`src/rtl/rob_tag_issuer.sv`:
```
// rob_tag_issuer: stamps in-order requests with wrapping tags and issues them, gated by a tag credit count
//
// Ports:
//   clk, rst             clock (rising edge), asynchronous active-high reset
//   req_valid/ready/data upstream request handshake and payload
//   iss_valid/ready      registered issue handshake toward the execution lanes
//   iss_id, iss_data     registered tag and payload of the issued request
//   retire               one-cycle pulse per entry drained by the reorder buffer
//   outstanding          tags accepted and not yet retired (0..N)
//   empty                outstanding == 0
//   retire_err           sticky flag: retire seen while nothing was outstanding
//   stall_cnt            saturating count of cycles with req_valid && !req_ready
//                        (present only when ISSUER_STALL_CNT_EN is defined)
module rob_tag_issuer #(
   parameter int N = 8,
   parameter int W = 8
) (
   input  logic                 clk,
   input  logic                 rst,
   input  logic                 req_valid,
   output logic                 req_ready,
   input  logic [W-1:0]         req_data,
   output logic                 iss_valid,
   input  logic                 iss_ready,
   output logic [$clog2(N)-1:0] iss_id,
   output logic [W-1:0]         iss_data,
   input  logic                 retire,
   output logic [$clog2(N):0]   outstanding,
   output logic                 empty,
   output logic                 retire_err
`ifdef ISSUER_STALL_CNT_EN
   ,
   output logic [15:0]          stall_cnt
`endif
);
   localparam int IDW = $clog2(N);
   localparam logic [IDW:0] FULL_CNT = (IDW + 1)'(N);

   logic           vld_q, vld_d;
   logic [IDW-1:0] id_q, id_d;
   logic [W-1:0]   data_q, data_d;
   logic [IDW-1:0] ptr_q, ptr_d;
   logic [IDW:0]   out_q, out_d;
   logic           err_q, err_d;
   logic           full, acc, ret_ok;

   assign full      = out_q == FULL_CNT;
   assign req_ready = !rst && !full && (!vld_q || iss_ready);
   assign acc       = req_valid && req_ready;
   // a retire with nothing outstanding is spurious and never touches the count
   assign ret_ok    = retire && out_q != '0;

   always_comb begin
      vld_d  = acc ? 1'b1 : (iss_ready ? 1'b0 : vld_q);
      id_d   = acc ? ptr_q : id_q;
      data_d = acc ? req_data : data_q;
      // N is a power of two, so natural overflow of the IDW-bit pointer is the wrap
      ptr_d  = acc ? ptr_q + 1'b1 : ptr_q;
      out_d  = (acc && !ret_ok) ? out_q + 1'b1 : ((!acc && ret_ok) ? out_q - 1'b1 : out_q);
      err_d  = err_q || (retire && out_q == '0);
   end

   always_ff @(posedge clk or posedge rst) begin
      if (rst) begin
         vld_q  <= 1'b0;
         id_q   <= '0;
         data_q <= '0;
         ptr_q  <= '0;
         out_q  <= '0;
         err_q  <= 1'b0;
      end else begin
         vld_q  <= vld_d;
         id_q   <= id_d;
         data_q <= data_d;
         ptr_q  <= ptr_d;
         out_q  <= out_d;
         err_q  <= err_d;
      end
   end

   assign iss_valid   = vld_q;
   assign iss_id      = id_q;
   assign iss_data    = data_q;
   assign outstanding = out_q;
   assign empty       = out_q == '0;
   assign retire_err  = err_q;

`ifdef ISSUER_STALL_CNT_EN
   logic [15:0] sc_q, sc_d;

   assign sc_d = (req_valid && !req_ready && !rst && sc_q != 16'hFFFF) ? sc_q + 16'd1 : sc_q;

   always_ff @(posedge clk or posedge rst) begin
      if (rst) sc_q <= '0;
      else     sc_q <= sc_d;
   end

   assign stall_cnt = sc_q;
`endif
endmodule
```
`config.mk`:
```
export PLATFORM = sky130hd
export DESIGN_NAME = rob_tag_issuer
export DESIGN_NICKNAME = d
export VERILOG_FILES = /design/src/rtl/rob_tag_issuer.sv
export SDC_FILE = /design/constraint.sdc
export NUM_CORES = 1
export LEC_CHECK = 0
export ABC_CLOCK_PERIOD_IN_PS = 2850
export CORE_AREA = 2 2 51 53
export DETAILED_ROUTE_END_ITERATION = 6
export DIE_AREA = 0 0 53 55
export GPL_ROUTABILITY_DRIVEN = 0
export GPL_TIMING_DRIVEN = 0
export HOLD_SLACK_MARGIN = 0.03
export PLACE_DENSITY = 0.78
export SLEW_MARGIN = 20
export SYNTH_ARGS = -nofsm -noshare
export SYNTH_HDL_FRONTEND = slang
export SYNTH_SLANG_ARGS = --single-unit
```
`constraint.sdc`:
```
create_clock -name clk -period 2.85 [get_ports clk]
set_clock_uncertainty 0.1 [all_clocks]
set_input_delay 0.285 -clock clk [delete_from_list [all_inputs] [get_ports clk]]
set_output_delay 0.285 -clock clk [all_outputs]
set_load 0.02 [all_outputs]
```
Yosys cells after proc, flatten, opt, wreduce, memory -nomap -nowiden --
Index checks and enable logic that the tools add are counted.
Cells by class: add/subtract/negate cells 3, eq/ne operators 1, mux-type cells 4, reductions and logical operators 18
Operators with widths (count):
- $mux W4 | 2
- $logic_and A1 B1 Y1 | 7
- $logic_not A1 Y1 | 5
- $add A4 B1 Y4 const B | 1
- $eq A4 B4 Y1 const B | 1
- $logic_not A4 Y1 | 1
- $reduce_bool A2 Y1 | 2
- $reduce_bool A4 Y1 | 1
- $sub A4 B1 Y4 const B | 1
- $add A3 B1 Y3 const B | 1
- $logic_or A1 B1 Y1 | 2
- $mux W1 | 2
Storage, ports and cells: flip-flop bits (word level) 20, input port bits 13, output and inout bits 19, logic and storage cells 32

Logic depth before layout (Yosys ltp) --
Gate-level depths: netlist (run 1).
depth after elaboration 9, mapped depth 9, gate-level depth less buffers 8

Worst setup path before layout (run 1) --
Ideal clock, no wire load.
kind reg2reg, start point register out_q[0], in the netlist outstanding[0], end point register out_q[3], in the netlist outstanding[3], library setup time 137 ps, data arrival time 2885 ps, setup slack -272 ps, stages on the path, launching flop included 9, buffers on the path 0, clock period less this slack 3122 ps, cell sequence dfrtp_1 -> nor4_1 -> nand2b_1 -> ha_1 -> inv_1 -> ha_1 -> or4_1 -> nand3_1 -> o221ai_1
Between the ends: word-level cells in the longest chain between the ends 8
RTL lines:
- start, declared | RTL line 43 | logic [IDW:0] out_q, out_d;
- start signal, assigned | RTL line 76 | out_q <= out_d;
- $eq A4 B4 Y1 | RTL line 47 | assign full = out_q == FULL_CNT;
- $logic_not A1 Y1 | RTL line 48 | assign req_ready = !rst && !full && (!vld_q || iss_ready);
- $logic_and A1 B1 Y1 (2 in a row) | RTL line 48
- $logic_and A1 B1 Y1 | RTL line 49 | assign acc = req_valid && req_ready;
- $logic_not A1 Y1 | RTL line 59 | out_d = (acc && !ret_ok) ? out_q + 1'b1 : ((!acc && ret_ok) ? out_q - 1'b1 : out_q);
- $logic_and A1 B1 Y1 | RTL line 59
- $reduce_bool A2 Y1 (no line)
Several ways; a longest one is shown, not always the timed one. The select of a mux whose other input is x is not followed. A chain may end at the register's enable or synchronous reset.

Worst setup path in the final report (run 1) --
start point input port rst, end point register out_q[3], in the netlist outstanding[3]
Between the ends: word-level cells in the longest chain between the ends 7
RTL lines:
- start, declared | RTL line 19 | input logic rst,
- $logic_not A1 Y1 (no line) *
- $logic_and A1 B1 Y1 * (2 in a row) | RTL line 48
- $logic_and A1 B1 Y1 * | RTL line 49
- named net acc | RTL line 45 | logic full, acc, ret_ok;
- $logic_not A1 Y1 | RTL line 59
- $logic_and A1 B1 Y1 | RTL line 59
- $reduce_bool A2 Y1 (no line)
The timed path passes the listed nets; every way through them passes the cells marked *.

==> results list, run 1 <==
- At the worst endpoint, the arrival time is approximately 2700 ps.
- Share of the clock period used by the worst path after layout: 93.4%
- Wire segments on met2 add up to ~900 µm in the final route.
- DRC violations left: 0
- Slew Limit Headroom: roughly 52%
- Max-cap violations in this run came to 0.
* Fraction of layout cells with a size suffix above 1: between 20% and 30%
- Synthesis instantiated 30 different standard cells from the library.
- After the first detailed-routing iteration, the DRC count stood at 3.
- Warnings from Yosys: 0
- At the pin with the least slew margin, the transition time is between 700 and 800 ps.
- Slew Limit Fails: 0
* Setup repair after global routing missed its margin: false
* Area of the die: slightly below 3000 µm²
- The initial utilization of the core area, before any placement, comes to around 42%.
- GRT Total Usage: between 10 and 15%
- Core Util, Final: roughly three fifths
- Entering global routing, the biggest net connects 21 pins.
- Synth Instances: 70
* Height of the chip: 55 µm
* Core area: about 2400 µm²
- Once placement completed, the tool counted placed cells totaling around 130.
* Run status: completed
- Final-report setup violation count: 0
- Sequential cell area: between 500 and 600 µm²
* Class of the tightest hold or removal check: flip-flop to flip-flop
- For this block, wires on met1 add up to approximately 840 µm.
- Seq cells post-synth: 20
- The critical path in this run is classified as input port to flip-flop.
- From synthesis to final layout, the design area changed by 42.6%.
* Total number of nets in the final design: 127
- STA classifies the critical path endpoint as a flip-flop.
- Clock tree synthesis inserted a total of 3 buffers.
- Routed Antenna Nets: 0
* Number of global-route vias before repair: roughly 680
- Detailed placement ended at an HPWL of 1380 µm.
- The critical path contains buffers and inverters numbering 3 combined.
* Average routed wire per standard cell: ~13 µm
* Dominant delay contributor by cell family on the critical path: simple AND/OR/NAND/NOR gates
- Total of fill cells in the finished design: 199
- Number of nets in the synthesized netlist: about 90
- For the worst setup path, the data required time is around 2900 ps.
- Before antenna repair, the detailed router went through 4 iterations.
- Met3 wire length: roughly 95 µm
* CTS max path bufs: 2
- After detailed routing, the total wire length is between 1500 and 2000 µm.
- The analysis attributes to cell leakage a power of ~0.59 nW.
* CTS tree: done
- In this run the power density over the cells is 1020 nW/µm².
- Post-Syn Area per Cell: 14.3 µm²
- The repair_antennas step left the layout with diodes totalling 0.
- For this design, the CTS-stage hold fixing added 0 buffers.
- H-tree Lvls: 1
- The finished layout holds 137 standard cells, fillers aside.
- The initialized floorplan defines 18 standard-cell rows.
- Achievable frequency: ~380 MHz
- CP cell instances: clkdlybuf4s50_1 > nand2b_1 > nor3_4 > buf_12 > ha_2 > inv_1 > ha_1 > or4_1 > nand3_1 > o221ai_1
- Using the TritonRoute via totals, the vias-per-cell ratio works out to 4.95.
* Multi-input combinational cell area: around 480 µm²
- Clock root buffer: sky130_fd_sc_hd__clkbuf_4
- From left edge to right edge, the die measures between 50 and 60 µm.
- Type of origin of the critical path: input port
- During I/O placement, the number of pins put on the boundary was 32.
- The number of endpoints with negative hold slack in the final report is 0.
* Mapped cell area: roughly 1000 µm²
* Clock slew at reported path FFs: about 100 ps
- Final critical-path required period: between 2000 and 3000 ps
- Longest individual stage delay on the worst path: ~490 ps
* Clock network latency to the later pin of the worst-skew pair: between 200 and 300 ps
- The first global-routing pass estimated 3110 µm of wire.
- The highest layer touched by signal routing is met4.
- The slowest stage of the critical path belongs to the cell sky130_fd_sc_hd__or4_1.
- Power, Total: ~0.0015 W
- The total overflow left after global routing is 0.
- The worst-case IR drop observed on VDD is 0.000560 V.
- The detailed router placed 678 vias in this run.
* Sequential fraction of the synthesis area: roughly 50%
- Count of input and output buffers: 31
* Total negative setup slack: 0 ps
- The tree built by TritonCTS fans out to 20 sinks.
- Minimum setup slack in the final design: 187 ps
- The number of antenna violations at the first check in global routing is 0.
- At the placement stage, the worst setup path has a slack of -270 ps.
* Maximum net fanout on the critical path: 10
-- path summary, 6_finish.rpt --
kind / end / startpoint / cells after the start / slack, ps
max: outstanding[3]$_DFFE_PP0P_ / rst / 10 / 190
min in group asynchronous: iss_valid$_DFFE_PP0P_ / rst / 2 / 380
min: retire_err$_DFF_PP0_ / retire_err$_DFF_PP0_ / 1 / 360
max reg2reg: outstanding[3]$_DFFE_PP0P_ / outstanding[0]$_DFFE_PP0P_ / 9 / 190
min reg2reg: retire_err$_DFF_PP0_ / retire_err$_DFF_PP0_ / 1 / 360
max in group asynchronous: outstanding[0]$_DFFE_PP0P_ / rst / 2 / 1780
-- routing by layer --
layer	up-vias	GRT usage, %
li1	334	-
met5	-	0
met4	0	6.41
met3	2	2.69
met1	319	20.2
met2	23	23.1
-- sequential cells by signal, summed over array words and instances, names as in the netlist --
name,count
iss_data,8
outstanding,4
iss_id,3
ptr_q,3
iss_valid,1
retire_err,1
-- power by group --
part / total, W / internal [W] / switching [W]
sequential: 0.000529 / 0.000408 / 0.000121
clock: 0.000125 / 0.0000491 / 0.0000762
combinational: 0.000800 / 0.000455 / 0.000345
-- logic make-up after synthesis --
| kind of cell | Yosys count | synth area share [%] |
|---|---|---|
| flip-flops | 20 | 50.1 |
| AND/OR/NAND/NOR | 17 | 13.5 |
| multiplexers | 14 | 18.3 |
| AO/OA/AOI/OAI | 6 | 4.39 |
| adder cells (fa/ha/maj) | 5 | 7.02 |
| XOR/XNOR | 4 | 3.51 |
| buffers and inverters | 4 | 3.13 |
-- Yosys cell counts, drive strengths merged --
| cell type | count | share of area (%) |
|---|---|---|
| a211o | 1 | 0.88 |
| nand3 | 1 | 0.50 |
| fa | 1 | 2.0 |
| nand3b | 2 | 1.5 |
| nor2b | 1 | 0.63 |
| nor4 | 1 | 0.63 |
| nor4b | 2 | 3.3 |
| a21oi | 1 | 0.50 |
| xnor2 | 2 | 1.8 |
| or4 | 1 | 0.75 |
| inv | 2 | 0.75 |
| nand2b | 2 | 1.3 |
| mux2 | 13 | 17 |
| or2 | 1 | 0.63 |
| o221ai | 1 | 0.88 |
| buf | 1 | 2.0 |
| ha | 4 | 5.0 |
| mux2i | 1 | 1.0 |
| nand2 | 1 | 0.38 |
| nor3 | 2 | 2.1 |
| clkbuf | 1 | 0.38 |
| xor2 | 2 | 1.8 |
| dfrtp | 20 | 50 |
| a21o | 2 | 1.6 |
| o21ai | 1 | 0.50 |
| or3 | 3 | 1.9 |
-- layout make-up --
cell class	instances	area share, %
multi-input cells	46	34.0
clock buffers	3	1.58
flip-flops and latches	20	35.3
well taps	30	2.64
repair buffers	34	24.3
inverters	2	0.527
plain buffers	2	1.67
-- placed cells by master (no fill, tap or decap), types with 2 or more instances in the layout --
master / netlist / final
sky130_fd_sc_hd__nand3b_1: 2 / 2
sky130_fd_sc_hd__clkbuf_4: 0 / 3
sky130_fd_sc_hd__inv_1: 2 / 2
sky130_fd_sc_hd__ha_1: 4 / 3
sky130_fd_sc_hd__or3_1: 3 / 3
sky130_fd_sc_hd__dfrtp_1: 20 / 18
sky130_fd_sc_hd__clkdlybuf4s50_1: 0 / 31
sky130_fd_sc_hd__mux2_2: 6 / 6
sky130_fd_sc_hd__xnor2_1: 2 / 2
sky130_fd_sc_hd__dfrtp_2: 0 / 2
sky130_fd_sc_hd__xor2_1: 2 / 2
sky130_fd_sc_hd__buf_4: 0 / 2
sky130_fd_sc_hd__nand2b_1: 2 / 2
sky130_fd_sc_hd__mux2_4: 7 / 7
sky130_fd_sc_hd__buf_12: 1 / 2
-- stage by stage --
stage,area (µm²),hold WS [ps]
after floorplan,1010,149
final,1420,362
after global routing,1420,386
after detailed placement,1360,344
after global placement,1360,341
after CTS,1390,369
-- timing repair --
item,in CTS,in global routing
setup buffers,1,2
setup endpoints to repair,1,1
pin swaps,1,1
gates resized for setup,1,2
cloned,0,0
(Power assumes the default switching activity.)
==> inputs of run 2 (changes only) <==
RECOVER_POWER = 25   (was unset)
SLEW_MARGIN = unset   (was 20)
==> results of run 2 <==
Final layout, timing and power as in run 1 (identical DEF).
